$ cat src/rtl/inv_pipe_pkg.sv
// Shared types and constants for the inv_pipe data transform block.
package inv_pipe_pkg;

  typedef enum logic [1:0] {
    BYPASS   = 2'd0,
    INV_ALL  = 2'd1,
    INV_MASK = 2'd2,
    INV_ALT  = 2'd3
  } mode_e;

  localparam int BEAT_CNT_W = 16;

endpackage

$ cat src/rtl/inv_pipe_skid.sv
// Two-entry skid FIFO: head register drives out_data, handshake outputs are registered.
module inv_pipe_skid #(
  parameter int WIDTH = 8
) (
  input  logic             clk,
  input  logic             rst_n,
  input  logic             in_valid,
  output logic             in_ready,
  input  logic [WIDTH-1:0] in_data,
  output logic             out_valid,
  input  logic             out_ready,
  output logic [WIDTH-1:0] out_data
);

  logic [1:0]       count_r;
  logic [1:0]       count_s;
  logic [WIDTH-1:0] tail_r;
  logic             push_s;
  logic             pop_s;

  // handshakes and next occupancy
  always_comb begin
    push_s  = in_valid & in_ready;
    pop_s   = out_valid & out_ready;
    count_s = count_r;
    if (push_s && !pop_s) begin
      count_s = count_r + 2'd1;
    end else if (!push_s && pop_s) begin
      count_s = count_r - 2'd1;
    end else begin
      count_s = count_r;
    end
  end

  // occupancy and flags derived from the next occupancy, so no path from out_ready
  always_ff @(posedge clk or negedge rst_n) begin
    if (!rst_n) begin
      count_r   <= 2'd0;
      in_ready  <= 1'b0;
      out_valid <= 1'b0;
    end else begin
      count_r   <= count_s;
      in_ready  <= (count_s != 2'd2);
      out_valid <= (count_s != 2'd0);
    end
  end

  // head/tail data movement; head is out_data and only changes on push-to-empty or pop
  always_ff @(posedge clk or negedge rst_n) begin
    if (!rst_n) begin
      out_data <= '0;
      tail_r   <= '0;
    end else begin
      case ({push_s, pop_s})
        2'b10: begin
          if (count_r == 2'd0) begin
            out_data <= in_data;
          end else begin
            tail_r <= in_data;
          end
        end
        2'b01: begin
          out_data <= tail_r;
        end
        2'b11: begin
          if (count_r == 2'd2) begin
            out_data <= tail_r;
            tail_r   <= in_data;
          end else begin
            out_data <= in_data;
          end
        end
        default: begin
          out_data <= out_data;
        end
      endcase
    end
  end

endmodule

$ cat src/rtl/inv_pipe.sv
// Configurable invert pipeline: transforms each accepted beat and queues it in a 2-entry skid buffer.
module inv_pipe
  import inv_pipe_pkg::*;
#(
  parameter int               WIDTH    = 8,
  parameter logic [WIDTH-1:0] MASK_RST = '1
) (
  input  logic                  clk,
  input  logic                  rst_n,
  input  logic                  cfg_we,
  input  logic [1:0]            cfg_mode,
  input  logic [WIDTH-1:0]      cfg_mask,
  input  logic                  in_valid,
  output logic                  in_ready,
  input  logic [WIDTH-1:0]      in_data,
  output logic                  out_valid,
  input  logic                  out_ready,
  output logic [WIDTH-1:0]      out_data,
  output logic [BEAT_CNT_W-1:0] beat_cnt
);

  mode_e            mode_r;
  logic [WIDTH-1:0] mask_r;
  logic             parity_r;
  logic             accept_s;
  logic [WIDTH-1:0] xf_data_s;

  function automatic logic [WIDTH-1:0] transform(input mode_e m, input logic [WIDTH-1:0] d,
                                                 input logic [WIDTH-1:0] mk, input logic odd);
    case (m)
      BYPASS:   return d;
      INV_ALL:  return ~d;
      INV_MASK: return d ^ mk;
      INV_ALT:  return odd ? d : ~d;
      default:  return d;
    endcase
  endfunction

  // transform uses the registers as they stand before this edge's cfg_we takes effect
  always_comb begin
    accept_s  = in_valid & in_ready;
    xf_data_s = transform(mode_r, in_data, mask_r, parity_r);
  end

  // configuration registers and beat parity
  always_ff @(posedge clk or negedge rst_n) begin
    if (!rst_n) begin
      mode_r   <= BYPASS;
      mask_r   <= MASK_RST;
      parity_r <= 1'b0;
    end else begin
      if (cfg_we) begin
        mode_r <= mode_e'(cfg_mode);
        mask_r <= cfg_mask;
      end
      if (accept_s) begin
        parity_r <= ~parity_r;
      end
    end
  end

  // delivered-beat counter, wraps naturally
  always_ff @(posedge clk or negedge rst_n) begin
    if (!rst_n) begin
      beat_cnt <= '0;
    end else if (out_valid && out_ready) begin
      beat_cnt <= beat_cnt + BEAT_CNT_W'(1);
    end
  end

  inv_pipe_skid #(.WIDTH(WIDTH)) u_skid (
    .clk       (clk),
    .rst_n     (rst_n),
    .in_valid  (in_valid),
    .in_ready  (in_ready),
    .in_data   (xf_data_s),
    .out_valid (out_valid),
    .out_ready (out_ready),
    .out_data  (out_data)
  );

endmodule

$ cat config.mk
export PLATFORM = sky130hd
export DESIGN_NAME = inv_pipe
export DESIGN_NICKNAME = d
export VERILOG_FILES = /design/src/rtl/inv_pipe_pkg.sv /design/src/rtl/inv_pipe_skid.sv /design/src/rtl/inv_pipe.sv
export SDC_FILE = /design/constraint.sdc
export NUM_CORES = 1
export LEC_CHECK = 0
export CORE_UTILIZATION = 40
export CTS_CLUSTER_DIAMETER = 200
export CTS_CLUSTER_SIZE = 24
export DETAILED_ROUTE_END_ITERATION = 6
export SYNTH_ARGS = -nofsm -noshare
export SYNTH_HDL_FRONTEND = slang
export SYNTH_HIERARCHICAL = 1
export SYNTH_SLANG_ARGS = --single-unit
$ cat constraint.sdc
create_clock -name clk -period 4.03 [get_ports clk]
set_input_delay 0.806 -clock clk [delete_from_list [all_inputs] [get_ports clk]]
set_output_delay 0.806 -clock clk [all_outputs]
set_load 0.01 [all_outputs]
# Word level (Yosys, flattened, before mapping)
# Index checks and enable logic that the tools add are counted.
# word_totals
ff_bits	47
input_bits	23
output_inout_bits	26
wordCells	50
# classes
n_addsub	3
eq_ne	11
mux	10
n_bitwise	5
n_reduce_logical	12
# op_table
operator	count
$mux W8	5
$pmux W8 S4	1
$pmux W8 S3	1
$add A16 B1 Y16 const B	1
$pmux W8 S2	1
$eq A2 B2 Y1 const B	5
$not A8 Y8	1
$xor A8 B8 Y8	1
$eq A2 B1 Y1 const B	2
$logic_not A2 Y1	2
$mux W2	2
$ne A2 B1 Y1 const B	2
$ne A2 B2 Y1 const B	2
$reduce_bool A2 Y1	2
$logic_and A1 B1 Y1	3
$reduce_and A3 Y1	1
$reduce_bool A3 Y1	1
$add A2 B1 Y2 const B	1
$and A1 B1 Y1	2
$logic_not A1 Y1	2
$reduce_and A2 Y1	1
$sub A2 B1 Y2 const B	1
$not A1 Y1	1

# Longest topological paths before layout
# Gate-level depths: netlist of run 1.
# depth
ltp_word	6
ltp_mapped	8
mapped_depth_nobuf	6

# Modules after synthesis
# Netlist of run 1, hierarchy kept.
# modules_own_cells
module	instances	cells_each	area_each_um2	seq_area_each_um2
inv_pipe	1	108	1281.2	685.7
inv_pipe_skid	1	101	1127.3	500.5

# Least setup slack after synthesis of run 1
# Ideal clock, no wire load.
# synth_path
kind	register to register
startpoint	reg u_skid.count_r[0]
endpoint	reg u_skid.tail_r[0]
setup_time_ps	125
arrival_ps	1748
required_ps	3905
slack_ps	2157
stages_incl_launch_ff	7
path_buffers	1
synth_period_minus_slack_ps	1873
cell_sequence	dfrtp_1 clkbuf_1 inv_1 ha_1 a21boi_0 nor3_4 mux2_2
# synth_via
elab_chain_len	3
elab_cells_between_ends	5
classes_between	eq/ne (3); reduce/logical (2)
# synth_rtl
element	line	text
start, declared	inv_pipe_skid.sv:15	logic [1:0] count_r;
start signal, assigned	inv_pipe_skid.sv:42	count_r <= count_s;
$eq A2 B2 Y1 / $logic_not A2 Y1 (equally long branches)	inv_pipe_skid.sv:66, inv_pipe_skid.sv:56	
$ne A2 B1 Y1 (no line) / $ne A2 B2 Y1 (equally long branches)	-	
$reduce_and A3 Y1 (no line) (*)	-	
end signal, assigned	inv_pipe_skid.sv:59	tail_r <= in_data;
end signal, assigned	inv_pipe_skid.sv:68	tail_r <= in_data;
end, declared	inv_pipe_skid.sv:17	logic [WIDTH-1:0] tail_r;
# Every way passes the cells marked *; elsewhere a longest branch is shown, timed or not.
# A chain may end at the register's enable or synchronous reset.

# Final worst setup path of run 1
# layout_path
startpoint	reg u_skid.in_ready
endpoint	out in_ready
# layout_rtl
element	line	text
start, declared	inv_pipe_skid.sv:8	output logic in_ready,
start signal, assigned	inv_pipe_skid.sv:43	in_ready <= (count_s != 2'd2);
end, declared	inv_pipe.sv:14	output logic in_ready,
# No word-level cell between the ends.

==> reports/results.tsv, run 1 <==
stage	metric	value	unit
layout	nNetsFinal	281	
pwr	intPower	1.170	mW
synthesis	synth_xor_area_share	9.455	%
synthesis	synth_compound_area_share	10.44	%
synthesis	synthSimpleGateAreaFrac	14.23	%
timing	finalSetupViolations	0	
timing	fmax	430.8	MHz
floorplan	io_pins	49	
status	status	finished clean	
layout	syn_to_final_growth	24.16	%
critical_path	cp_slowest_cell	clkdlybuf4s50_1	
clock_network	root_buffer	clkbuf_8	
global_route	grt_util_all_layers	16.72	%
layout	layout_commonest_cell	clkdlybuf4s50_1	
clock_network	cts_hold_buffers	0	
pwr	ir_drop	0.2569	mV
synthesis	synth.area.top_cells	dfrtp_1 41%, mux2_2 11%, dfstp_2 8.7%, xnor2_1 4.7%, xor2_1 4.7%	
job	maxCapViolations	0	
pwr	combPwrFrac	41.8	%
layout	fillers	505	
critical_path	cp.arrival	1520	ps
layout	antenna_cells	0	
timing	timing.final.crit_period	2322	ps
floorplan	core_region_area	5642	µm²
synthesis	yosysSeqAreaShare	49.25	%
clock_network	clk_latency	300	ps
timing	worstMarginPinSlew	1018	ps
critical_path	critPathBufInv	1	
place	gp_congestion	0.7565	
synthesis	muxShareOfSynthArea	11.22	%
layout	seqCellArea	1186	µm²
pwr	pwr_density_cell	607.3	nW/µm²
floorplan	rows	27	
place	portBuffers	48	
synthesis	yosys.area.top_type	dfrtp_1	
synthesis	synth_top_cell_area_share	40.52	%
critical_path	critPathLaunchType	register	
floorplan	die-height	79.60	µm
clock_network	cts_max_path_buffers	2	
synthesis	yosys_warnings	6	
clock_network	cts_tree	yes	
critical_path	reg2reg_depth	5	
timing	skew	10.56	ps
timing	rsz0062_at_grt	no	
pwr	leakagePower	1.223	nW
synthesis	synth_edf_count	0	
route	dr.pass1.iters	4	
synthesis	synthArstFlopShare	100.0	%
route	wl_per_cell	14.34	µm
synthesis	ys_seq_elements	47	
clock_network	post_cts_buffers	0	
timing	hold_viol	0	
layout	drive_gt1_share	20.78	%
clock_network	post_cts_resized	0	
route	drt_iter0_drc	71	
floorplan	dieArea	6335	µm²
global_route	grt_pass1_vias	1670	
global_route	antenna_found_initial	0	
clock_network	ctsHtreeMaxLevel	2	
global_route	grt_overflow	0	
critical_path	crit_required	3220	ps
route	drt_wl_total	4689	µm
pwr	power_frac_seq	43.2	%
timing	finalCritPeriodShare	57.61	%
floorplan	die_w	79.60	µm
clock_network	cts_sinks	47	
layout	final_util	53.01	%
synthesis	synth_cell_types	45	
route	avgViaCountPerCell	5.220	
synthesis	syn_nets	236	
global_route	grt_first_pass_wirelength	8059	µm
critical_path	cp-end-kind	output port	
critical_path	path_max_fanout	11	
synthesis	synth_top_family_by_area	simple AND/OR/NAND/NOR gates	
timing	finalSetupTns	0	ps
clock_network	cts_inserted_buffers	5	
pwr	swShare	35.59	%
route	post-route-drc-count	0	
global_route	grt_start_max_net_pins	48	
synthesis	synthesis.area	2409	µm²
critical_path	path_class	register to output port	
critical_path	worst-path-stages	1	
critical_path	critPathMaxStageDelay	620	ps
synthesis	synth_ff_type	dfrtp_1	
synthesis	avgSynthCellArea	11.52	µm²
critical_path	crit_family	buffers and inverters	
layout	multi_input_area	1142	µm²
pwr	clock_power_share	15.1	%
floorplan	start_util	42.69	%
critical_path	cp_cell_sequence	clkdlybuf4s50_1	
route	ant_nets	0	
layout	most-common-layout-cells	47 x clkdlybuf4s50_1, 39 x dfrtp_1, 24 x mux2_2, 17 x nor2_1, 15 x nand2_1	
timing	relSlewSlack	32.12	%
clock_network	cts.reportedPaths.clkPinSlew	90	ps
synthesis	syn_inst	209	
min_path	hold_class	register to register	
pwr	power_switching	0.6464	mW
synthesis	synth_adder_area_share	2.078	%
timing	report.final.slew_viol_count	0	
place	dp_hpwl	3407	µm
min_path	min_path_cells	1	
route	vias	1707	
## cells in the mapped netlist (all sizes together), types with 3 or more instances
cell    count
xnor2      13
nor2       19
nand2      16
and4        4
nand3       5
buf         8
dfrtp      39
a211oi      3
mux2       24
ha          4
a31oi       6
dfstp       8
xor2       13
nand4       4
a22oi       5
a21oi       9
inv         4
## worst reg2reg max path, cell delays in order, from the launching register on
cell     delay [ps]
dfrtp_1         480
inv_1           190
ha_1            340
and3b_1         250
nor3_4          320
mux2_2          380
## final cells by class
cell class	instances	area share, %
Inverter	4	0.5021
Multi-Input combinational cell	148	38.20
Timing Repair Buffer	48	15.90
Clock buffer	7	2.552
Sequential cell	47	39.67
Tap cell	72	3.013
Clock inverter	1	0.1674
## power by group through the flow
stage | Combinational [mW] | Sequential, mW | Clock, mW
CTS | 0.765 | 0.785 | 0.282
global placement | 0.752 | 0.795 | 0
detailed placement | 0.762 | 0.793 | 0
finish | 0.758 | 0.784 | 0.273
floorplan | 0.507 | 0.775 | 0
global route | 0.840 | 0.812 | 0.307
## worst paths after layout
path / startpoint / to / slack (ps)
worst max-delay path: u_skid/in_ready / in_ready / 1710
worst min-delay path: beat_cnt[15] / beat_cnt[15] / 480
worst max register to register: u_skid/count_r[0] / u_skid/tail_r[3] / 1950
worst min register to register: beat_cnt[15] / beat_cnt[15] / 480
max in group asynchronous: rst_n / u_skid/tail_r[4] / 2720
min in group asynchronous: rst_n / mode_r[0] / 670
## logic make-up after synthesis
logic type / count (synthesis)
multiplexers: 24
AO/OA/AOI/OAI: 36
flip-flops: 47
buffers and inverters: 14
AND/OR/NAND/NOR: 58
adder cells (fa/ha/maj): 4
XOR/XNOR: 26
## routing by layer
layer  wire [µm]  GRT usage (%)  part of all wire [%]
met1        2262          22.74                    48
met2        2125          24.44                    45
met3         188          4.571                   4.0
met4         112          8.000                   2.4
met5           0              0                     0
## stage by stage
stage / hold slack (ps) / std cells / instance area (µm²) / worst slack, ps / total power, mW
after floorplan: 438.3 / 209 / 2409 / 2157 / 1.282
after global placement: 461.5 / 319 / 2909 / 1435 / 1.547
after detailed placement: 464.0 / 319 / 2909 / 1404 / 1.555
after CTS: 480.5 / 327 / 2990 / 1704 / 1.833
after global routing: 500.3 / 327 / 2990 / 1618 / 1.959
final: 476.8 / 327 / 2990 / 1708 / 1.816
## state kept, by name, indices dropped and copies added (netlist names)
name / cells
beat_cnt: 16
mask_r: 8
mode_r: 2
parity_r: 1
u_skid/count_r: 2
u_skid/in_ready: 1
u_skid/out_data: 8
u_skid/out_valid: 1
u_skid/tail_r: 8
Power figures use the tool's default switching activity.
==> run 2: changes to the inputs <==
==> constraint.sdc (replaced) <==
create_clock -name clk -period 2.3 [get_ports clk]
set_input_delay 0.46 -clock clk [delete_from_list [all_inputs] [get_ports clk]]
set_output_delay 0.46 -clock clk [all_outputs]
set_load 0.01 [all_outputs]
==> run 2 against run 1 <==
Register-to-register slack got worse by 1500 ps; design area grew 3.6%; sequential share of layout area is 1.4 points lower; critical path depth is the same; worst setup slack got worse by 1400 ps; routed wire length grew 3.5%; critical path type unchanged; non-clock buffer count grew 10; sequential power grew 72%; final cell count up 3.1%; largest cell class unchanged; clock power is 100% higher; flip-flop and latch count unchanged; total power increased by 82%.
==> reports/results.tsv, run 2 (synthesis results as in run 1) <==
stage	metric	value	unit	change
critical_path	crit_family	buffers and inverters		unchanged
global_route	grt_first_pass_wirelength	8286	µm	was 8059 µm
timing	hold_slack	177.6	ps	was 476.8 ps
global_route	grt_util_all_layers	17.06	%	was 16.72%
clock_network	ctsHtreeMaxLevel	2		unchanged
route	post-route-drc-count	0		unchanged
clock_network	cts_inserted_buffers	5		unchanged
route	drt_wl_total	4853	µm	was 4689 µm
timing	worstMarginPinSlew	644.1	ps	was 1018 ps
clock_network	cts.reportedPaths.clkPinSlew	90	ps	about the same
min_path	hold_class	primary input to asynchronous set/reset pin		was register to register
status	status	finished clean		unchanged
clock_network	cts_max_path_buffers	2		unchanged
layout	multi_input_area	1142	µm²	unchanged
place	placed_area	2997	µm²	was 2909 µm²
timing	finalSetupViolations	0		unchanged
layout	most-common-layout-cells	47 x clkdlybuf4s50_1, 39 x dfrtp_1, 24 x mux2_2, 17 x nor2_1, 15 x nand2_1		unchanged
timing	relSlewSlack	57.06	%	was 32.12%
critical_path	r2r_start	u_skid/count_r[1]		was u_skid/count_r[0]
critical_path	reg2reg_depth	5		unchanged
timing	finalSetupTns	0	ps	unchanged
route	avgViaCountPerCell	5.282		was 5.220
floorplan	core_region_area	5642	µm²	unchanged
layout	nNetsFinal	291		was 281
floorplan	start_util	42.69	%	unchanged
floorplan	rows	27		unchanged
critical_path	cp.arrival	1520	ps	about the same
pwr	pwr_density_cell	1068	nW/µm²	was 607.3 nW/µm²
critical_path	cp_slowest_cell	clkdlybuf4s50_1		unchanged
critical_path	r2r_slack	430	ps	was 1950 ps
layout	syn_to_final_growth	28.57	%	was 24.16%
global_route	antenna_found_initial	0		unchanged
global_route	grt_overflow	0		unchanged
global_route	grt_start_max_net_pins	27		was 48
layout	layout_commonest_cell	clkdlybuf4s50_1		unchanged
route	dr.pass1.iters	4		unchanged
critical_path	r2r_end	u_skid/tail_r[2]		was u_skid/tail_r[3]
route	wl_per_cell	14.40	µm	was 14.34 µm
layout	fillers	515		was 505
clock_network	post_cts_resized	0		unchanged
timing	timing.final.crit_period	1980	ps	
clock_network	post_cts_buffers	0		unchanged
clock_network	cts_hold_buffers	0		unchanged
critical_path	critPathBufInv	1		unchanged
clock_network	clk_latency	300	ps	about the same
layout	antenna_cells	0		unchanged
route	ant_nets	0		unchanged
clock_network	cts_sinks	47		unchanged
route	drt_iter0_drc	66		was 71
timing	report.final.slew_viol_count	0		unchanged
timing	hold_viol	0		unchanged
critical_path	cp-end-kind	output port		unchanged
place	dp_hpwl	3609	µm	was 3407 µm
critical_path	path_class	register to output port		unchanged
layout	final_area	3097	µm²	was 2990 µm²
timing	finalCritPeriodShare	86.10	%	
clock_network	cts_tree	yes		unchanged
layout	seqCellArea	1186	µm²	unchanged
place	portBuffers	48		unchanged
layout	drive_gt1_share	24.15	%	was 20.78%
layout	largest-register	beat_cnt		unchanged
floorplan	die-height	79.60	µm	unchanged
critical_path	critPathLaunchType	register		unchanged
pwr	ir_drop	0.5073	mV	was 0.2569 mV
route	vias	1780		was 1707
job	maxCapViolations	0		unchanged
timing	rsz0062_at_grt	no		unchanged
timing	fmax	505.0	MHz	
critical_path	path_max_fanout	11		unchanged
floorplan	dieArea	6335	µm²	unchanged
critical_path	cp_cell_sequence	clkdlybuf4s50_1		unchanged
critical_path	crit_required	1840	ps	was 3220 ps
timing	fin_ws	319.6	ps	was 1708 ps
layout	largest_register_ffs	16		unchanged
place	gp_congestion	0.7272		was 0.7565
place	pre_cts_slack	166.1	ps	was 1404 ps
pwr	power	3.306	mW	was 1.816 mW
floorplan	die_w	79.60	µm	unchanged
critical_path	critPathMaxStageDelay	620	ps	about the same
pwr	leakagePower	1.285	nW	was 1.223 nW
timing	skew	7.314	ps	was 10.56 ps
global_route	grt_pass1_vias	1711		was 1670
floorplan	io_pins	49		unchanged
clock_network	root_buffer	clkbuf_8		unchanged
-- run 2: where the power goes --
group          total [mW]  switching (mW)  internal, mW
clock network       0.545           0.270         0.275
logic                1.41           0.630         0.785
registers            1.35           0.246          1.10
total                3.31            1.15          2.16
-- run 2: cell type report --
| cell class | count | area share (%) |
|---|---|---|
| Multi-Input combinational cell | 148 | 36.89 |
| Tap cell | 72 | 2.909 |
| Sequential cell | 47 | 38.30 |
| Clock buffer | 8 | 3.232 |
| Inverter | 4 | 0.4848 |
| Timing Repair Buffer | 58 | 18.18 |
-- run 2: worst reg2reg max path: stages, from the launching register on --
cell and delay [ps]:
dfrtp_1 480, inv_1 90, ha_1 200, a21boi_0 180, nor3_4 420, mux2_2 380
-- run 2: metal layers --
metal / GRT usage [%] / part of all wire, %
met3: 3.429 / 3.1
met1: 22.54 / 47
met5: 0 / 0
met4: 6.000 / 0.91
met2: 27.69 / 49
-- run 2: worst max-delay path by stage --
stage / startpoint / end / cells past startpoint
finish: u_skid/in_ready / in_ready / 1
global placement: out_ready / u_skid/tail_r[2] / 4
global route: u_skid/in_ready / in_ready / 1
floorplan: u_skid/count_r[0] / u_skid/tail_r[0] / 6
detailed placement: out_ready / u_skid/tail_r[7] / 4
CTS: u_skid/in_ready / in_ready / 1
-- run 2: stage by stage --
stage | util, % | std cells
floorplan | - | 209
global placement | 53.12 | 329
detailed placement | 53.12 | 329
CTS | 54.89 | 337
global route | 54.89 | 337
finish | 54.89 | 337
